## src/rtl/adaptive_power_controller_if.sv

```systemverilog
// Classifier, power-estimate and clock-manager handshake signals of the power controller.
interface adaptive_power_controller_if;
  logic        classificationValid;
  logic [2:0]  workloadFormat;
  logic [3:0]  workloadConfidence;
  logic [7:0]  currentPower;
  logic [7:0]  powerBudget;
  logic        changeAck;
  logic [1:0]  powerMode;
  logic        changeRequest;
  logic [1:0]  requestedMode;
  logic        throttleActive;
  logic        requestTimeout;
  logic [15:0] modeChangeCount;
  logic [1:0]  controllerState;

  // Controller side
  modport master (
    input  classificationValid, workloadFormat, workloadConfidence,
    input  currentPower, powerBudget, changeAck,
    output powerMode, changeRequest, requestedMode, throttleActive,
    output requestTimeout, modeChangeCount, controllerState
  );

  // Classifier / clock-manager / observer side
  modport slave (
    output classificationValid, workloadFormat, workloadConfidence,
    output currentPower, powerBudget, changeAck,
    input  powerMode, changeRequest, requestedMode, throttleActive,
    input  requestTimeout, modeChangeCount, controllerState
  );
endinterface

```

## src/rtl/adaptive_power_controller.sv

```systemverilog
// Adaptive power controller: filters workload classifications into a power mode and
// negotiates each mode change with the clock/voltage manager.
module adaptive_power_controller #(
  parameter int unsigned PROMOTECOUNT  = 4,
  parameter int unsigned HOLDCYCLES    = 16,
  parameter int unsigned MINCONFIDENCE = 6,
  parameter int unsigned REQTIMEOUT    = 64
) (
  input logic clk,
  input logic reset,
  adaptive_power_controller_if.master bus
);

  localparam int unsigned AGREEW = $clog2(PROMOTECOUNT + 1);
  localparam int unsigned HOLDW  = (HOLDCYCLES > 1) ? $clog2(HOLDCYCLES) : 1;
  localparam int unsigned TOW    = (REQTIMEOUT > 1) ? $clog2(REQTIMEOUT) : 1;

  typedef enum logic [1:0] {
    MONITOR = 2'd0,
    REQUEST = 2'd1,
    HOLD    = 2'd2
  } ctrlState_t;

  ctrlState_t        state, stateNext;
  logic [1:0]        powerMode, powerModeNext;
  logic [1:0]        requestedMode, requestedModeNext;
  logic              changeRequest, changeRequestNext;
  logic              throttleActive;
  logic              requestTimeout, requestTimeoutNext;
  logic [15:0]       modeChangeCount, modeChangeCountNext;
  logic [AGREEW-1:0] agreeCount, agreeCountNext, agreeCalc;
  logic [1:0]        lastCandidate;
  logic [HOLDW-1:0]  holdTimer, holdTimerNext;
  logic [TOW-1:0]    timeoutTimer, timeoutTimerNext;
  logic [1:0]        mappedMode, candidate;
  logic              throttleOverride;

  function automatic logic [1:0] mapFormat(input logic [2:0] fmt);
    case (fmt)
      3'd5:       mapFormat = 2'd0;
      3'd7:       mapFormat = 2'd1;
      3'd1, 3'd6: mapFormat = 2'd3;
      default:    mapFormat = 2'd2;
    endcase
  endfunction

  // Candidate mode from the current classification, capped while over budget
  always_comb begin
    mappedMode = mapFormat(bus.workloadFormat);
    candidate  = powerMode;
    if (bus.classificationValid && (bus.workloadConfidence >= 4'(MINCONFIDENCE))) begin
      candidate = mappedMode;
      if (throttleActive && (mappedMode > 2'd1)) begin
        candidate = 2'd1;
      end
    end
    throttleOverride = throttleActive && (powerMode > 2'd1);
    if (candidate == powerMode) begin
      agreeCalc = '0;
    end else if (candidate == lastCandidate) begin
      agreeCalc = (agreeCount == AGREEW'(PROMOTECOUNT)) ? agreeCount : agreeCount + AGREEW'(1);
    end else begin
      agreeCalc = AGREEW'(1);
    end
  end

  // Next-state and next-output logic of the controller FSM
  always_comb begin
    stateNext           = state;
    powerModeNext       = powerMode;
    requestedModeNext   = requestedMode;
    changeRequestNext   = changeRequest;
    requestTimeoutNext  = 1'b0;
    modeChangeCountNext = modeChangeCount;
    agreeCountNext      = '0;
    holdTimerNext       = holdTimer;
    timeoutTimerNext    = timeoutTimer;
    case (state)
      MONITOR: begin
        agreeCountNext = agreeCalc;
        if (agreeCalc == AGREEW'(PROMOTECOUNT)) begin
          stateNext         = REQUEST;
          changeRequestNext = 1'b1;
          requestedModeNext = candidate;
          timeoutTimerNext  = '0;
          agreeCountNext    = '0;
        end else if (throttleOverride) begin
          stateNext         = REQUEST;
          changeRequestNext = 1'b1;
          requestedModeNext = 2'd1;
          timeoutTimerNext  = '0;
          agreeCountNext    = '0;
        end
      end
      REQUEST: begin
        if (bus.changeAck) begin
          stateNext         = HOLD;
          powerModeNext     = requestedMode;
          changeRequestNext = 1'b0;
          holdTimerNext     = HOLDW'(HOLDCYCLES - 1);
          if (modeChangeCount != 16'hFFFF) begin
            modeChangeCountNext = modeChangeCount + 16'd1;
          end
        end else if (timeoutTimer == TOW'(REQTIMEOUT - 1)) begin
          stateNext          = HOLD;
          changeRequestNext  = 1'b0;
          requestTimeoutNext = 1'b1;
          holdTimerNext      = HOLDW'(HOLDCYCLES - 1);
        end else begin
          timeoutTimerNext = timeoutTimer + TOW'(1);
        end
      end
      HOLD: begin
        if (throttleOverride) begin
          stateNext         = REQUEST;
          changeRequestNext = 1'b1;
          requestedModeNext = 2'd1;
          timeoutTimerNext  = '0;
        end else if (holdTimer == '0) begin
          stateNext = MONITOR;
        end else begin
          holdTimerNext = holdTimer - HOLDW'(1);
        end
      end
      default: begin
        stateNext         = MONITOR;
        changeRequestNext = 1'b0;
      end
    endcase
  end

  // State and output registers
  always_ff @(posedge clk) begin
    if (reset) begin
      state           <= MONITOR;
      powerMode       <= 2'd2;
      requestedMode   <= 2'd2;
      changeRequest   <= 1'b0;
      throttleActive  <= 1'b0;
      requestTimeout  <= 1'b0;
      modeChangeCount <= '0;
      agreeCount      <= '0;
      lastCandidate   <= '0;
      holdTimer       <= '0;
      timeoutTimer    <= '0;
    end else begin
      state           <= stateNext;
      powerMode       <= powerModeNext;
      requestedMode   <= requestedModeNext;
      changeRequest   <= changeRequestNext;
      throttleActive  <= (bus.currentPower > bus.powerBudget);
      requestTimeout  <= requestTimeoutNext;
      modeChangeCount <= modeChangeCountNext;
      agreeCount      <= agreeCountNext;
      lastCandidate   <= candidate;
      holdTimer       <= holdTimerNext;
      timeoutTimer    <= timeoutTimerNext;
    end
  end

  assign bus.powerMode       = powerMode;
  assign bus.changeRequest   = changeRequest;
  assign bus.requestedMode   = requestedMode;
  assign bus.throttleActive  = throttleActive;
  assign bus.requestTimeout  = requestTimeout;
  assign bus.modeChangeCount = modeChangeCount;
  assign bus.controllerState = state;

endmodule

```

## src/flat_wrapper.sv

```systemverilog
// flat-port wrapper written by rule: the top's interface ports become plain ports
module adaptive_power_controller_flat 
#(
  parameter int unsigned PROMOTECOUNT  = 4,
  parameter int unsigned HOLDCYCLES    = 16,
  parameter int unsigned MINCONFIDENCE = 6,
  parameter int unsigned REQTIMEOUT    = 64
)
  (clk, reset, bus_classificationValid, bus_workloadFormat, bus_workloadConfidence, bus_currentPower, bus_powerBudget, bus_changeAck, bus_powerMode, bus_changeRequest, bus_requestedMode, bus_throttleActive, bus_requestTimeout, bus_modeChangeCount, bus_controllerState);
  adaptive_power_controller_if bus_i ();
  input logic clk;
  input logic reset;
  input wire logic [$bits(bus_i.classificationValid)-1:0] bus_classificationValid;
  input wire logic [$bits(bus_i.workloadFormat)-1:0] bus_workloadFormat;
  input wire logic [$bits(bus_i.workloadConfidence)-1:0] bus_workloadConfidence;
  input wire logic [$bits(bus_i.currentPower)-1:0] bus_currentPower;
  input wire logic [$bits(bus_i.powerBudget)-1:0] bus_powerBudget;
  input wire logic [$bits(bus_i.changeAck)-1:0] bus_changeAck;
  output wire logic [$bits(bus_i.powerMode)-1:0] bus_powerMode;
  output wire logic [$bits(bus_i.changeRequest)-1:0] bus_changeRequest;
  output wire logic [$bits(bus_i.requestedMode)-1:0] bus_requestedMode;
  output wire logic [$bits(bus_i.throttleActive)-1:0] bus_throttleActive;
  output wire logic [$bits(bus_i.requestTimeout)-1:0] bus_requestTimeout;
  output wire logic [$bits(bus_i.modeChangeCount)-1:0] bus_modeChangeCount;
  output wire logic [$bits(bus_i.controllerState)-1:0] bus_controllerState;
  assign bus_i.classificationValid = bus_classificationValid;
  assign bus_i.workloadFormat = bus_workloadFormat;
  assign bus_i.workloadConfidence = bus_workloadConfidence;
  assign bus_i.currentPower = bus_currentPower;
  assign bus_i.powerBudget = bus_powerBudget;
  assign bus_i.changeAck = bus_changeAck;
  assign bus_powerMode = bus_i.powerMode;
  assign bus_changeRequest = bus_i.changeRequest;
  assign bus_requestedMode = bus_i.requestedMode;
  assign bus_throttleActive = bus_i.throttleActive;
  assign bus_requestTimeout = bus_i.requestTimeout;
  assign bus_modeChangeCount = bus_i.modeChangeCount;
  assign bus_controllerState = bus_i.controllerState;
  adaptive_power_controller #(.PROMOTECOUNT(PROMOTECOUNT), .HOLDCYCLES(HOLDCYCLES), .MINCONFIDENCE(MINCONFIDENCE), .REQTIMEOUT(REQTIMEOUT)) u_core (.clk(clk), .reset(reset), .bus(bus_i));
endmodule
```

## config.mk

```make
export PLATFORM = sky130hd
export DESIGN_NAME = adaptive_power_controller_flat
export DESIGN_NICKNAME = d
export VERILOG_FILES = /design/src/rtl/adaptive_power_controller_if.sv /design/src/rtl/adaptive_power_controller.sv /design/src/flat_wrapper.sv
export SDC_FILE = /design/constraint.sdc
export NUM_CORES = 1
export LEC_CHECK = 0
export ABC_AREA = 0
export BUFFER_PORTS_ARGS = -buffer_cell sky130_fd_sc_hd__buf_4
export CORE_MARGIN = 1.5
export CORE_UTILIZATION = 51
export CTS_BUF_LIST = sky130_fd_sc_hd__clkbuf_8
export DETAILED_ROUTE_END_ITERATION = 10
export GPL_TIMING_DRIVEN = 0
export PLACE_DENSITY = 0.81
export REMOVE_ABC_BUFFERS = 1
export SLEW_MARGIN = 0
export SYNTH_ARGS = -nofsm -noshare
export SYNTH_HDL_FRONTEND = slang
export SYNTH_SLANG_ARGS = --single-unit
```

## constraint.sdc

```tcl
create_clock -name clk -period 6.6 [get_ports clk]
set_input_delay 0.66 -clock clk [delete_from_list [all_inputs] [get_ports clk]]
set_output_delay 0.66 -clock clk [all_outputs]
set_load 0.02 [all_outputs]
```

==> results.json, run 1 <==
{
  "status": "finished, final reports clean",
  "instances_no_fill": 418,
  "synth_enable_flop_cells": 0,
  "min_period_ps": 2528,
  "critPathRequiredTime_ps": 6790,
  "slowest_stage": "a2111o_1",
  "cts_made_buffers": 5,
  "cts-root-buf": "clkbuf_8",
  "drv_cap": 0,
  "slew_headroom_pct": 65.64,
  "syn_to_final_growth_pct": 21.28,
  "synth_top_area_cell": "dfxtp_1",
  "r2r-start": "u_core.agreeCount[0]",
  "place_congestion": 0.8840,
  "wl_per_cell_um": 12.99,
  "initial_core_util_pct": 52.66,
  "min_period_over_period_pct": 38.30,
  "worst_slew_pin_slew_ps": 511.4,
  "grt_overflow": 0,
  "clockBufferDepth": 2,
  "yosysWarnings": 0,
  "viasPerCell": 5.555,
  "ys_top_cells_by_area": "dfxtp_1 32%, ha_1 8.6%, a21oi_1 5.0%, inv_1 3.8%, nor2_1 3.8%",
  "cp_top_family": "simple AND/OR/NAND/NOR gates",
  "preCtsSetupSlack_ps": 3886,
  "layout-drive-gt1-share_pct": 18.23,
  "hold_start": "u_core.bus.requestedMode[0]",
  "yosysTopAreaCellShare_pct": 32.19,
  "final_antenna_net_count": 0,
  "dpl.hpwl_um": 4076,
  "startpoint_type": "flop",
  "grt_max_degree": 35,
  "cts.hold.buffers_added": 0,
  "async_flop_share_pct": 0,
  "num_vias": 2322,
  "io_pins": 52,
  "drtIter0Drc": 135,
  "synth_seq_cells": 40,
  "setup_tns_ps": 0,
  "grt_pass1_vias": 2046,
  "p_leak_nw": 1.301,
  "cts_tree": "yes",
  "cts_resized": 0,
  "finalHoldViolCount": 0,
  "drcViolationCount": 0,
  "htreeDepth": 2,
  "holdPathEnd": "u_core.bus.powerMode[0]",
  "cts.sinks": 40,
  "grt_usage_pct": 22.21,
  "rsz0062_at_grt": "false",
  "synthCells": 303,
  "max_stage_delay_ps": 410,
  "p_total_uw": 778.5,
  "r2r_end": "u_core.bus.requestedMode[0]",
  "drt-total-wl_um": 5429,
  "fp.dieH_um": 72.84,
  "nets": 394,
  "core_area_mm2": 0.004723,
  "crit_type": "flop to flop",
  "ys.flop_type": "dfxtp_1",
  "rrSetupSlack_ps": 4070,
  "numPlacedInstances": 410,
  "crit_buf_inv": 1,
  "reg2reg_depth": 8,
  "synth.avg_cell_area_um2": 8.209,
  "layout_commonest_cell": "buf_4",
  "grt_pass1_wl_um": 9315,
  "antenna_found_initial": 0,
  "setup_slack_ps": 4072,
  "final_cell_mix": "50 x buf_4, 40 x dfxtp_1, 25 x inv_1, 25 x a21oi_1, 25 x nor2_1",
  "postCtsSetupRepairBufs": 0,
  "yosysUniqueCellTypes": 56,
  "endpoint_kind": "flop",
  "pwr_density_cell_mw_per_mm2": 258.1,
  "die-area_mm2": 0.005305,
  "cp.arrival_ps": 2720,
  "cp_cell_sequence": "inv_1 > ha_1 > and2b_1 > a211oi_1 > a2111o_1 > or2_0 > nor4_4 > mux2_1",
  "diodes": 0,
  "crit_fanout": 7,
  "setup_viol": 0,
  "fmax_ghz": 0.3956,
  "finalClockSkew_ps": 11.00,
  "ir_worst_vdd_v": 0.0001183,
  "portBuffers": 50,
  "holdPathStages": 2,
  "dr.pass1.iters": 4,
  "fp-row-count": 25,
  "die_w_um": 72.84,
  "cts.clk_slew.worst_paths_ps": 80,
  "seq_area_frac_synth_pct": 32.19,
  "clkLatencyLatePin_ps": 300,
  "drv_slew": 0,
  "min_path_type": "flop to flop",
  "syn_area_mm2": 0.002487
}
power by group:
part / switching [mW] / total, mW / internal, mW / leakage, nW
clock: 0.0950 / 0.209 / 0.114 / 0.0548
combinational: 0.167 / 0.277 / 0.109 / 0.921
sequential: 0.0260 / 0.293 / 0.267 / 0.325
layer usage:
metal  global-route usage (%)  up-vias  part of all wire, %
met3                    3.729        4                  3.9
met1                    29.69     1070                   48
met4                    7.547        0                  1.2
met5                        0        -                    0
met2                    36.29       48                   47
li1                         -     1200                    -
cells in the mapped netlist, drive strengths merged, types with 3 or more instances:
| master | n |
|---|---|
| a21oi | 25 |
| dfxtp | 40 |
| a31oi | 3 |
| nand4 | 8 |
| a211oi | 6 |
| a311oi | 4 |
| a21o | 8 |
| nor2 | 25 |
| mux2i | 4 |
| and3 | 6 |
| xnor2 | 6 |
| nor3 | 6 |
| inv | 25 |
| o21ai | 12 |
| nor4 | 3 |
| xor2 | 8 |
| nand3 | 14 |
| ha | 17 |
| and4 | 3 |
| nor2b | 4 |
| or3 | 4 |
| nand2 | 23 |
| clkbuf | 9 |
registers in the layout, indices dropped and copies added (netlist names):
signal                      flops
u_core.bus.requestTimeout       1
u_core.bus.powerMode            2
u_core.bus.requestedMode        2
u_core.bus.throttleActive       1
u_core.timeoutTimer             6
u_core.lastCandidate            2
u_core.bus.controllerState      2
u_core.bus.changeRequest        1
u_core.agreeCount               3
u_core.bus.modeChangeCount     16
u_core.holdTimer                4
cell families (layout without fill, tap and decap cells):
group | count (synthesis) | after routing | share of synthesized area (%)
XOR/XNOR | 14 | 14 | 4.930
multiplexers | 5 | 5 | 2.062
AND/OR/NAND/NOR | 112 | 112 | 24.25
flip-flops | 40 | 40 | 32.19
AO/OA/AOI/OAI | 80 | 80 | 22.44
adder cells (fa/ha/maj) | 17 | 17 | 8.551
buffers and inverters | 35 | 83 | 5.583
worst max path at each step:
stage / from / end / slack, ps / cells past startpoint
floorplan: bus_workloadConfidence[1] / u_core.bus.requestedMode[0] / 4270 / 6
global placement: bus_workloadConfidence[1] / u_core.timeoutTimer[0] / 3930 / 7
detailed placement: bus_workloadConfidence[1] / u_core.timeoutTimer[0] / 3890 / 7
CTS: u_core.agreeCount[0] / u_core.bus.requestedMode[0] / 4090 / 8
global route: u_core.agreeCount[0] / u_core.timeoutTimer[0] / 3930 / 8
finish: u_core.agreeCount[0] / u_core.bus.requestedMode[0] / 4070 / 8
layout make-up:
cell class,count,area (um2)
clock inverters,3,46.29
inverters,25,93.84
multi-input cells,228,1548
clock buffers,5,68.82
well taps,67,83.83
fillers,374,1707
repair buffers,50,375.4
flip-flops and latches,40,800.8
tightest hold or removal path, cell delays in order, from the launching register on:
cell	delay, ps
dfxtp_1	340
nand3_1	70
a21oi_1	50
per-stage QoR:
stage | util [%] | hold WS, ps | area [um2]
floorplan | - | 454.7 | 2442
global placement | 61.43 | 487.9 | 2902
detailed placement | 61.43 | 490.8 | 2902
CTS | 63.87 | 502.5 | 3017
global route | 63.87 | 546.2 | 3017
finish | 63.87 | 501.1 | 3017
(Power assumes the default switching activity.)
==> run 2, diff against run 1 <==
==> constraint.sdc (replaced) <==
create_clock -name clk -period 2.57 [get_ports clk]
set_input_delay 0.257 -clock clk [delete_from_list [all_inputs] [get_ports clk]]
set_output_delay 0.257 -clock clk [all_outputs]
set_load 0.02 [all_outputs]
==> run 2 against run 1 <==
  * Hold slack worse by 250 ps
  * Fmax increased by 2.7%
  * Utilization is the same
  * Critical endpoint unchanged
  * Largest power group unchanged
==> results.json, run 2 (same netlist as run 1, synthesis figures left out) <==
{
  "crit_fanout": 7,
  "largest_register": "u_core.bus.modeChangeCount",
  "final_cell_mix": "50 x buf_4, 40 x dfxtp_1, 25 x inv_1, 25 x a21oi_1, 25 x nor2_1",
  "num_vias": 2329,
  "endpoint_kind": "flop",
  "stdcell_area_mm2": 0.003017,
  "placed_area_mm2": 0.002902,
  "layout-drive-gt1-share_pct": 18.23,
  "status": "finished, final reports clean",
  "intPower_mw": 1.259,
  "place_congestion": 0.8840,
  "largest_reg_flops": 16,
  "grt_pass1_vias": 2046,
  "pwr-share-clk_pct": 26.9,
  "pwr_density_cell_mw_per_mm2": 662.9,
  "syn_to_final_growth_pct": 21.28,
  "pwr-share-seq_pct": 37.6,
  "layout_commonest_cell": "buf_4",
  "drtIter0Drc": 141,
  "dr.pass1.iters": 4,
  "io_pins": 52,
  "reg_top3": "u_core.bus.modeChangeCount (16), u_core.timeoutTimer (6), u_core.holdTimer (4)",
  "cts_tree": "yes",
  "wl_per_cell_um": 12.99,
  "cts-root-buf": "clkbuf_8",
  "p_sw_share_pct": 37.03,
  "drcViolationCount": 0,
  "cts.sinks": 40,
  "setup_viol": 0,
  "startpoint_type": "flop",
  "rsz0062_at_grt": "false",
  "drv_cap": 0,
  "cts.clk_slew.worst_paths_ps": 80,
  "fillCellCount": 374,
  "fp-row-count": 25,
  "cts.hold.buffers_added": 0,
  "critPathRequiredTime_ps": 2770,
  "slew_headroom_pct": 65.64,
  "core_area_mm2": 0.004723,
  "final_antenna_net_count": 0,
  "diodes": 0,
  "initial_core_util_pct": 52.66,
  "cts_made_buffers": 5,
  "combPwrFrac_pct": 35.6,
  "p_leak_nw": 1.300,
  "clkLatencyLatePin_ps": 300,
  "fmax_ghz": 0.4064,
  "grt_usage_pct": 22.21,
  "grt_max_degree": 35,
  "fp.dieH_um": 72.84,
  "grt_overflow": 0,
  "ir_worst_vdd_v": 0.0003036,
  "power_switching_uw": 740.5,
  "drv_slew": 0,
  "portBuffers": 50,
  "antenna_found_initial": 0,
  "htreeDepth": 2,
  "setup_tns_ps": 0,
  "min_period_over_period_pct": 95.73,
  "cp.arrival_ps": 2660,
  "min_path_type": "input pin to flop",
  "worst_slew_pin_slew_ps": 511.4,
  "die-area_mm2": 0.005305,
  "drt-total-wl_um": 5429,
  "die_w_um": 72.84,
  "clockBufferDepth": 2,
  "crit_type": "flop to flop",
  "min_period_ps": 2460,
  "viasPerCell": 5.572,
  "finalClockSkew_ps": 12.21,
  "nets": 394,
  "finalHoldViolCount": 0,
  "dpl.hpwl_um": 4076,
  "grt_pass1_wl_um": 9315
}
==> run 2: cell counts in the layout (fill, tap and decap cells not counted) <==
Identical to the previous run, type by type.
==> run 2: area by class of cell <==
| cell class | count | area [um2] | share of cell area [%] |
|---|---|---|---|
| Clock buffer | 5 | 68.82 | 2.281 |
| Clock inverter | 3 | 46.29 | 1.535 |
| Inverter | 25 | 93.84 | 3.111 |
| Multi-Input combinational cell | 228 | 1548 | 51.31 |
| Sequential cell | 40 | 800.8 | 26.55 |
| Tap cell | 67 | 83.83 | 2.779 |
| Timing Repair Buffer | 50 | 375.4 | 12.44 |
==> run 2: metrics by stage <==
step | worst slack (ps) | power [mW] | instances | util [%] | hold WS [ps]
after global routing | 29.49 | 2.134 | 418 | 63.87 | 259.9
after global placement | 121.0 | 1.447 | 410 | 61.43 | 487.9
final | 109.7 | 2.000 | 418 | 63.87 | 248.6
after detailed placement | 81.43 | 1.467 | 410 | 61.43 | 490.8
after CTS | 63.20 | 2.004 | 418 | 63.87 | 241.0
after floorplan | 270.6 | 1.256 | 293 | - | 326.1
==> run 2: layer usage <==
metal,wire length (um),vias up,global-route usage [%]
met3,205,4,3.729
met2,2575,47,36.29
met4,67,0,7.547
met1,2581,1078,29.69
met5,0,-,0
li1,-,1200,-
==> run 2: worst max-delay path, cell delays in order, from the launching register on <==
cell      delay, ps
dfxtp_1         380
inv_1            90
ha_1            210
and2b_1         200
a211oi_1         80
a2111o_1        410
or2_1           340
nor4_4          300
mux2_1          350
==> run 2: final timing paths <==
kind | startpoint | to | slack, ps | depth (start not counted)
setup / recovery | u_core.agreeCount[0] | u_core.bus.requestedMode[0] | 110 | 8
setup reg to reg | u_core.agreeCount[0] | u_core.bus.requestedMode[0] | 110 | 8
hold / removal | bus_changeAck | u_core.bus.powerMode[1] | 250 | 3
hold reg to reg | u_core.bus.requestedMode[0] | u_core.bus.powerMode[0] | 500 | 2
==> run 2: power by group through the flow <==
stage	Clock, mW	Sequential (mW)	Combinational, mW
3_5_place_dp	0	0.764	0.703
4_1_cts	0.546	0.750	0.708
6_report	0.537	0.751	0.711
2_1_floorplan	0	0.784	0.472
5_1_grt	0.573	0.762	0.799
3_3_place_gp	0	0.761	0.686
==> run 2: what timing repair did <==
action	4_1_cts	5_1_grt
setup endpoints to repair	0	4
setup buffers	0	0
resized for setup	0	2
